==> config.mk <==
export PLATFORM = sky130hd
export DESIGN_NAME = uart_receiver
export DESIGN_NICKNAME = d
export VERILOG_FILES = /design/src/rtl/uart_receiver.sv
export SDC_FILE = /design/constraint.sdc
export NUM_CORES = 1
export LEC_CHECK = 0
export BUFFER_PORTS_ARGS = -buffer_cell sky130_fd_sc_hd__buf_2
export CAP_MARGIN = 20
export CORE_ASPECT_RATIO = 1.4
export CORE_MARGIN = 2
export CORE_UTILIZATION = 58
export CTS_BUF_LIST = sky130_fd_sc_hd__clkbuf_4 sky130_fd_sc_hd__clkbuf_8 sky130_fd_sc_hd__clkbuf_16
export CTS_CLUSTER_DIAMETER = 100
export DETAILED_ROUTE_END_ITERATION = 16
export PLACE_DENSITY = 0.84
export SLEW_MARGIN = 30
export SYNTH_ARGS = -nofsm -noshare
export SYNTH_HDL_FRONTEND = slang
export SYNTH_SLANG_ARGS = --single-unit
==> constraint.sdc <==
create_clock -name clk -period 2.44 [get_ports clk]
set_clock_uncertainty 0.1 [all_clocks]
set_input_delay 0.244 -clock clk [delete_from_list [all_inputs] [get_ports clk]]
set_output_delay 0.244 -clock clk [all_outputs]
set_load 0.03 [all_outputs]
==> src/rtl/uart_receiver.sv <==
// 8N1 serial receiver: synchronises the RX pin, samples LSB-first data at bit
// centre, checks the stop bit and hands good bytes to a ready/valid consumer.
module uart_receiver #(
  parameter int CLOCK_FREQ = 50_000_000,
  parameter int BAUD_RATE  = 115_200
) (
  input  logic       clk,
  input  logic       reset,
  input  logic       serial_in,
  output logic [7:0] data_out,
  output logic       data_out_valid,
  input  logic       data_out_ready,
  output logic       rx_busy,
  output logic       framing_error,
  output logic       overrun
);

  localparam int SYMBOL_EDGE_TIME = CLOCK_FREQ / BAUD_RATE;
  localparam int SAMPLE_TIME      = SYMBOL_EDGE_TIME / 2;
  localparam int CNT_W            = $clog2(SYMBOL_EDGE_TIME);

  localparam logic [CNT_W-1:0] SYMBOL_LAST = CNT_W'(SYMBOL_EDGE_TIME - 1);
  localparam logic [CNT_W-1:0] SAMPLE_LAST = CNT_W'(SAMPLE_TIME - 1);
  localparam logic [CNT_W-1:0] CNT_ONE     = CNT_W'(1);

  localparam logic [2:0] IDLE  = 3'd0;
  localparam logic [2:0] START = 3'd1;
  localparam logic [2:0] DATA  = 3'd2;
  localparam logic [2:0] STOP  = 3'd3;
  localparam logic [2:0] BREAK = 3'd4;

  logic [2:0]       state;
  logic [1:0]       sync_q;
  logic             rx_s;
  logic [CNT_W-1:0] clk_cnt;
  logic [2:0]       bit_cnt;
  logic [7:0]       shreg;

  assign rx_s    = sync_q[1];
  assign rx_busy = (state != IDLE);

  // NOTE: every register here is written with <= so all reads in this block
  // see the pre-edge value; blocking assignments would reorder the pipeline.
  always_ff @(posedge clk) begin
    if (reset) begin
      sync_q         <= 2'b11;
      state          <= IDLE;
      clk_cnt        <= '0;
      bit_cnt        <= '0;
      shreg          <= '0;
      data_out       <= '0;
      data_out_valid <= 1'b0;
      framing_error  <= 1'b0;
      overrun        <= 1'b0;
    end else begin
      sync_q <= {sync_q[0], serial_in};

      // Flags are single-cycle pulses; a later assignment below overrides.
      framing_error <= 1'b0;
      overrun       <= 1'b0;
      if (data_out_valid && data_out_ready) begin
        data_out_valid <= 1'b0;
      end

      case (state)
        IDLE: begin
          if (!rx_s) begin
            state   <= START;
            clk_cnt <= '0;
          end
        end

        START: begin
          if (clk_cnt == SAMPLE_LAST) begin
            if (rx_s) begin
              state <= IDLE;
            end else begin
              state   <= DATA;
              clk_cnt <= '0;
              bit_cnt <= '0;
            end
          end else begin
            clk_cnt <= clk_cnt + CNT_ONE;
          end
        end

        DATA: begin
          if (clk_cnt == SYMBOL_LAST) begin
            shreg[bit_cnt] <= rx_s;
            clk_cnt        <= '0;
            if (bit_cnt == 3'd7) begin
              state <= STOP;
            end else begin
              bit_cnt <= bit_cnt + 3'd1;
            end
          end else begin
            clk_cnt <= clk_cnt + CNT_ONE;
          end
        end

        STOP: begin
          // Leaving at mid-stop-bit gives half a bit of slack for the next start.
          if (clk_cnt == SYMBOL_LAST) begin
            clk_cnt <= '0;
            if (!rx_s) begin
              framing_error <= 1'b1;
              state         <= BREAK;
            end else begin
              state <= IDLE;
              if (!data_out_valid || data_out_ready) begin
                data_out       <= shreg;
                data_out_valid <= 1'b1;
              end else begin
                overrun <= 1'b1;
              end
            end
          end else begin
            clk_cnt <= clk_cnt + CNT_ONE;
          end
        end

        BREAK: begin
          if (rx_s) begin
            state <= IDLE;
          end
        end

        default: state <= IDLE;
      endcase
    end
  end

endmodule

; ---- Word-level counts from Yosys, hierarchy flattened
; Index checks and enable logic that the tools add are counted.
[word_totals]
ff_bits = 36
input_bits = 4
[op_classes]
n_reduce_logical = 15
n_addsub = 2
n_mux = 28
eq_ne = 15
order_cmp = 2
bitwise = 3
[ops]
columns = operator, count
row1 = $mux 3, 11
row2 = $mux 9, 3
row3 = $pmux 9 s3, 1
row4 = $ne 2x2->1 const B, 8
row5 = $pmux 3 s5, 1
row6 = $add 9x1->9 const B, 1
row7 = $eq 9x8->1 const B, 1
row8 = $eq 9x9->1 const B, 1
row9 = $bwmux 8, 1
row10 = $mux 1, 8
row11 = $eq 3x2->1 const B, 2
row12 = $eq 3x3->1 const B, 2
row13 = $pmux 3 s2, 1
row14 = $reduce_and 6->1, 1
row15 = $reduce_bool 3->1, 2
row16 = $reduce_and 5->1, 1
row17 = $lt 3x4->1 const B, 1
row18 = $reduce_and 4->1, 1
row19 = $reduce_or 4->1, 1
row20 = $add 3x1->3 const B, 1
row21 = $demux 1 s3, 1
row22 = $eq 3x1->1 const B, 1
row23 = $ge 3x1->1 const B, 1
row24 = $logic_not 3->1, 1
row25 = other kinds (9), 12

; ---- Longest topological paths before layout
; Gate-level depths: netlist of the first run.
[logic_depth]
word_depth = 6
ltp_mapped = 8

; ---- Least setup slack after synthesis of the first run
; Ideal clock, no wire load.
[synth_timing]
path_type = flip-flop to flip-flop
startpoint = reg clk_cnt[0]
endpoint = reg shreg[2]
synth_period_minus_slack_ps = 2018
path_stages_with_launch = 7
arrival_time_ps = 1790
slack_ps = 422
required_time_ps = 2212
setup_time_ps = 128
path_cell_list = dfxtp_1 > ha_1 > nand4bb_4 > or4_4 > nor4b_4 > mux2i_1 > nor2_1
[synth_between]
elab_chain_len = 2
[synth_lines]
columns = element, line_no
row1 = "start, declared", 35  ; logic [CNT_W-1:0] clk_cnt;
row2 = "start signal, assigned", 83  ; clk_cnt <= clk_cnt + CNT_ONE;
row3 = "start signal, assigned", 97  ; clk_cnt <= clk_cnt + CNT_ONE;
row4 = "start signal, assigned", 118  ; clk_cnt <= clk_cnt + CNT_ONE;
row5 = $eq 9x9->1, 88  ; if (clk_cnt == SYMBOL_LAST) begin
row6 = $reduce_and 2->1 (no line), n/a
row7 = "end signal, assigned by index", 89  ; shreg[bit_cnt] <= rx_s;
row8 = "end, declared", 37  ; logic [7:0] shreg;
; No other way between the ends.
; A chain may end at the register's enable or synchronous reset.

; ---- Worst setup path after layout of the first run
[layout_timing]
startpoint = reg state[1]
endpoint = reg shreg[1]
[layout_between]
elab_chain_len = 2
[layout_lines]
columns = element, line_no
row1 = "start, declared", 32  ; logic [2:0] state;
row2 = "start signal, assigned", 47  ; state <= IDLE;
row3 = "start signal, assigned", 68  ; state <= START;
row4 = "start signal, assigned", 76  ; state <= IDLE;
row5 = $eq 3x2->1, 65  ; case (state)
row6 = $reduce_and 2->1 (no line), n/a
; No other way between the ends.

==> run_results.csv, run 1 <==
group,metric,value,unit
synthesis,synth_cells,199,
global_route,track_usage,24.11,%
placed_design,dp_hpwl,2872,um
routing,num_vias,1540,
sta,finalSetupViolations,0,
worst_hold_path,holdCritPathClass,"in -> reg",
synthesis,synthFlopType,"dfxtp_1",
critical_path,r2r-start,"state[1]",
layout,layout_commonest_cell,"dfxtp_1",
synthesis,netlist_area,1841,um^2
layout,diodes,0,
critical_path,cp-endpoint,"shreg[1]",
outcome,outcome,"completed",
floorplan,ios,16,
floorplan,die_w,51.61,um
clock_tree,clockBufferDepth,2,
synthesis,synth.distinct_cells,52,
global_route,grt_pass1_vias,1511,
routing,drc,0,
critical_path,end_kind,"flop",
floorplan,die_h,70.66,um
critical_path,crit_slowest_cell,"dfxtp_1",
routing,wire_per_inst,15.72,um
synthesis,synth_edf_count,0,
critical_path,critPathKind,"reg -> reg",
floorplan,core-area,3063,um^2
clock_tree,insertion_delay,0.29,ns
critical_path,startpoint_type,"flop",
critical_path,crit_arrival,2.32,ns
sta,hold_ws,0.03324,ns
layout,fin_util,67.44,%
routing,vias_per_cell,6.087,
power_and_ir_drop,ir_drop,597.4,uV
critical_path,path_cells,"or3b_1 > or4_4 > nor4b_2 > mux2i_1 > nor2_1",
sta,final.min_clock_period,2.266,ns
critical_path,r2r_slack,0.17,ns
sta,tns,0,ns
floorplan,fp-row-count,24,
synthesis,avgSynthCellArea,9.249,um^2
placed_design,place_area,1944,um^2
critical_path,cp.depth,5,
floorplan,start_util,60.09,%
worst_hold_path,worstHoldPathCells,2,
sta,max_freq,441.3,MHz
clock_tree,h-tree-depth,2,
sta,drv_slew,0,
sta,tightest_slew,0.5644,ns
clock_tree,clk_pin_slew,0.08,ns
layout,final_cell_mix,"dfxtp_1, nor2_1, mux2i_1",
critical_path,crit_required,2.49,ns
power_and_ir_drop,cellPowerDensity,744.9,nW/um^2
routing,drt_first_iter_violations,57,
synthesis,ys_seq_elements,36,
critical_path,startpoint,"state[1]",
layout,final_cell_area,2066,um^2
placed_design,io_buffer_count,15,
clock_tree,cts_buffers,5,
synthesis,synth_nets,208,
run,drv_cap,0,
routing,routed_wl,3977,um
routing,final_antenna_net_count,0,
critical_path,worst-path-max-fanout,11,
layout,nNetsFinal,222,
critical_path,worst-r2r-cell-count,5,
sta,relSlewSlack,62.37,%
synthesis,synth_top_area_share,39.16,%
global_route,overflow,0,
global_route,grt_max_degree,33,
power_and_ir_drop,leakagePower,0.8788,nW
synthesis,yosysTopAreaCell,"dfxtp_1",
layout,layout-drive-gt1-share,21.50,%
critical_path,crit_buf_inv,0,
power_and_ir_drop,finalPower,0.001539,W
synthesis,yosys_warnings,0,
synthesis,synthArstFlopShare,0,%
sta,finalCritPeriodShare,92.87,%
synthesis,synth.area.top_cells,"dfxtp_1, mux2i_1, nor2_1",
clock_tree,cts_root_buf,"clkbuf_8",
sta,rsz0062_at_grt,"false",
clock_tree,tritoncts,"done",
synthesis,yosysSeqAreaShare,39.16,%
global_route,antenna_found_initial,0,
global_route,grt_pass1_wl,6810,um
critical_path,critPathTopFamily,"simple AND/OR/NAND/NOR gates",
layout,area_delta_synth_final,12.24,%
floorplan,dieArea,3647,um^2
critical_path,max_stage_delay,0.51,ns
sta,hold_violations,0,
placed_design,gp_congestion,0.9603,
clock_tree,cts.sinks,36,
clock_tree,cts_setup_buffers,0,
routing,firstDrtPassIters,4,
critical_path,r2r_end,"shreg[1]",
## worst register-to-register path, stage by stage, from the launching register on
cell and delay, ns:
dfxtp_1 0.51, or3b_1 0.48, or4_4 0.50, nor4b_2 0.28, mux2i_1 0.21, nor2_1 0.05
## per-layer routing
metal	global-route usage (%)	wire, um	vias up
met5	0	0	-
met4	10.53	110	0
met3	4.641	145	13
met2	42.88	2144	37
met1	27.19	1577	745
li1	-	-	745
## state kept, by name, indices dropped and copies added, names as in the netlist
register        flops
clk_cnt             9
data_out            8
shreg               8
bit_cnt             3
state               3
sync_q              2
data_out_valid      1
framing_error       1
overrun             1
## synthesized netlist by cell type (4+ instances only)
cell type / number
a21oi_1: 11
a31oi_1: 4
buf_2: 4
clkbuf_1: 6
dfxtp_1: 36
nand3_1: 8
nand2b_1: 6
inv_1: 5
ha_1: 5
mux2i_1: 16
nand2_1: 12
nor2_1: 23
o21ai_0: 4
nor4_1: 4
## report_power, final
part | internal (W) | leakage (nW) | switching [W]
Sequential | 0.000613 | 0.291 | 0.0000531
Clock | 0.000302 | 0.0541 | 0.000216
Combinational | 0.000149 | 0.534 | 0.000205
## layout make-up
class,count,area (um^2)
Clock buffer,5,68.82
Clock inverter,3,42.54
Fill cell,251,997.2
Inverter,5,18.77
Multi-Input combinational cell,144,1046
Sequential cell,36,720.7
Tap cell,39,48.80
Timing Repair Buffer,21,120.1
## cell families (layout without fill, tap and decap cells)
| kind of cell | count (synthesis) | after routing | synth area share, % |
|---|---|---|---|
| AOI/OAI and AO/OA | 33 | 33 | 12.71 |
| DFF | 36 | 36 | 39.16 |
| buffers and inverters | 19 | 34 | 4.555 |
| and+or+nand+nor | 88 | 88 | 30.39 |
| muxes | 17 | 17 | 9.313 |
| xor gates and xnor gates | 1 | 1 | 0.4760 |
| adders and majority gates | 5 | 5 | 3.399 |
## through the flow
step | cells | setup WS [ns]
after floorplan | 199 | 0.4220
after global placement | 245 | 0.3067
after detailed placement | 245 | 0.1424
after CTS | 253 | 0.09524
after global routing | 253 | 0.05401
final | 253 | 0.1740
## worst min path at each step
stage / from / endpoint / slack (ns)
4_1_cts: serial_in / sync_q[0] / 0.04
6_report: serial_in / sync_q[0] / 0.03
3_5_place_dp: sync_q[0] / sync_q[1] / 0.30
2_1_floorplan: serial_in / sync_q[0] / 0.25
3_3_place_gp: sync_q[0] / sync_q[1] / 0.29
5_1_grt: serial_in / sync_q[0] / 0.04
## repair_timing
| item | in CTS | in global routing |
|---|---|---|
| gates resized for setup | 0 | 2 |
| hold buffers | 0 | 0 |
| endpoints found under the setup margin | 0 | 7 |
Note: power is estimated with default switching activity, not from simulation.
==> inputs of run 2 (changes only) <==
Settings changed: CORE_MARGIN 2 to not set, GPL_TIMING_DRIVEN set to 0.
==> run 2 against run 1 <==
  * Via count is 3.2% higher
  * Largest power group unchanged
  * Global-route usage is 1.8 points higher
  * Sequential share of layout area is 0.33 points lower
  * Highest routed layer unchanged
  * Core utilization is 3.6 points higher
  * Register-to-register slack better by 0.02 ns
==> run_results.csv, run 2 (synthesized netlist as in run 1, its figures left out) <==
group,metric,value,unit
routing,final_antenna_net_count,0,
power_and_ir_drop,internal_power,0.001054,W
placed_design,post-place-cells,251,
power_and_ir_drop,ir_drop,776.4,uV
power_and_ir_drop,swShare,30.87,%
layout,final_cell_area,2086,um^2
power_and_ir_drop,pwr-share-seq,42.5,%
routing,drc,0,
placed_design,dp_hpwl,2920,um
critical_path,startpoint_type,"flop",
clock_tree,h-tree-depth,2,
sta,tns,0,ns
sta,max_freq,445.2,MHz
sta,tightest_slew,0.6310,ns
outcome,outcome,"completed",
sta,finalSetupViolations,0,
placed_design,io_buffer_count,15,
sta,hold_violations,0,
layout,diodes,0,
global_route,track_usage,25.89,%
floorplan,core-area,2935,um^2
layout,area_delta_synth_final,13.32,%
power_and_ir_drop,cellPowerDensity,730.8,nW/um^2
critical_path,end_kind,"flop",
routing,num_vias,1589,
power_and_ir_drop,p_switching,0.0004706,W
layout,layout-drive-gt1-share,20.18,%
clock_tree,clockBufferDepth,2,
placed_design,place_area,1962,um^2
critical_path,worst-path-max-fanout,7,
clock_tree,insertion_delay,0.29,ns
clock_tree,clk_pin_slew,0.07,ns
critical_path,critPathKind,"reg -> reg",
sta,finalCritPeriodShare,92.05,%
clock_tree,cts_root_buf,"clkbuf_8",
power_and_ir_drop,clockPowerShare,33.8,%
sta,final.min_clock_period,2.246,ns
floorplan,ios,16,
routing,vias_per_cell,6.112,
worst_hold_path,holdCritPathClass,"in -> reg",
power_and_ir_drop,leakagePower,0.8893,nW
floorplan,dieArea,3406,um^2
layout,nNetsFinal,231,
routing,drt_first_iter_violations,66,
placed_design,gp_congestion,0.8908,
clock_tree,cts.sinks,36,
clock_tree,cts_buffers,5,
run,drv_cap,0,
critical_path,r2r-start,"clk_cnt[0]",
power_and_ir_drop,finalPower,0.001524,W
floorplan,die_h,68.66,um
global_route,grt_pass1_vias,1589,
floorplan,start_util,62.70,%
global_route,grt_pass1_wl,6699,um
sta,rsz0062_at_grt,"false",
layout,final_cell_mix,"dfxtp_1, nor2_1, buf_2",
critical_path,crit_required,2.49,ns
critical_path,crit_arrival,2.30,ns
worst_hold_path,worstHoldPathCells,2,
power_and_ir_drop,power_frac_comb,23.8,%
floorplan,die_w,49.61,um
critical_path,r2r_slack,0.19,ns
clock_tree,tritoncts,"done",
routing,wire_per_inst,15.58,um
critical_path,r2r_end,"shreg[2]",
sta,drv_slew,0,
sta,relSlewSlack,57.55,%
layout,largest_reg_flops,9,
worst_hold_path,min_to,"sync_q[0]",
floorplan,fp-row-count,23,
routing,firstDrtPassIters,4,
global_route,antenna_found_initial,0,
layout,layout_commonest_cell,"dfxtp_1",
global_route,grt_max_degree,13,
layout,final-instance-count-excl-fill,260,
routing,routed_wl,4051,um
layout,largestRegisters,"clk_cnt (9), data_out (8), shreg (8)",
layout,top_register,"clk_cnt",
global_route,overflow,0,
critical_path,worst-r2r-cell-count,6,
worst_hold_path,hold_path.startpoint,"serial_in",
-- run 2: what timing repair did --
action / CTS / global route
hold buffers: 0 / 0
setup endpoints to repair: 0 / 10
resized for setup: 0 / 2
buffers inserted: 0 / 1
-- run 2: worst max-delay path by stage --
stage                     startpoint     endpoint  slack [ns]  depth (start not counted)
after detailed placement  clk_cnt[0]  data_out[4]        0.13                          6
after global routing      clk_cnt[0]     state[0]        0.03                          6
after CTS                 clk_cnt[0]  data_out[6]        0.08                          6
after floorplan           clk_cnt[0]     shreg[2]        0.42                          6
after global placement    clk_cnt[0]  data_out[0]        0.17                          6
final                     clk_cnt[0]     shreg[2]        0.19                          6
-- run 2: layer usage --
layer	up-vias	track usage [%]	routed length (um)
met5	-	0	0
met4	0	14.29	104
met3	12	5.482	145
met2	55	49.83	2227
met1	758	25.81	1573
li1	764	-	-
-- run 2: layout make-up --
cell class              instances  area [um^2]
clock buffers                   5        68.82
clock inverters                 3        42.54
well taps                      37        46.29
flip-flops and latches         36        720.7
inverters                       5        18.77
fillers                       251        849.6
multi-input cells             144         1041
plain buffers                  14        65.06
repair buffers                 16        82.58
-- run 2: critical path, stage by stage, from the launching register on --
cell and delay [ns]:
dfxtp_1 0.45, ha_1 0.26, nand4bb_4 0.15, or4_4 0.57
nor4b_4 0.28, mux2i_1 0.23, nor2_1 0.06
-- run 2: through the flow --
| step | utilization, % | hold WS (ns) | setup slack [ns] |
|---|---|---|---|
| floorplan | - | 0.2478 | 0.4220 |
| global placement | 66.84 | 0.2944 | 0.1674 |
| detailed placement | 66.84 | 0.3028 | 0.1292 |
| CTS | 70.63 | 0.03521 | 0.08216 |
| global route | 71.06 | 0.03644 | 0.03052 |
| finish | 71.06 | 0.03778 | 0.1939 |
-- run 2: power groups by stage --
stage	Clock, W	Sequential (W)	Combinational [W]
5_1_grt	0.000544	0.000650	0.000402
2_1_floorplan	0	0.000649	0.000275
6_report	0.000515	0.000647	0.000362
3_3_place_gp	0	0.000659	0.000332
4_1_cts	0.000521	0.000646	0.000356
3_5_place_dp	0	0.000659	0.000352
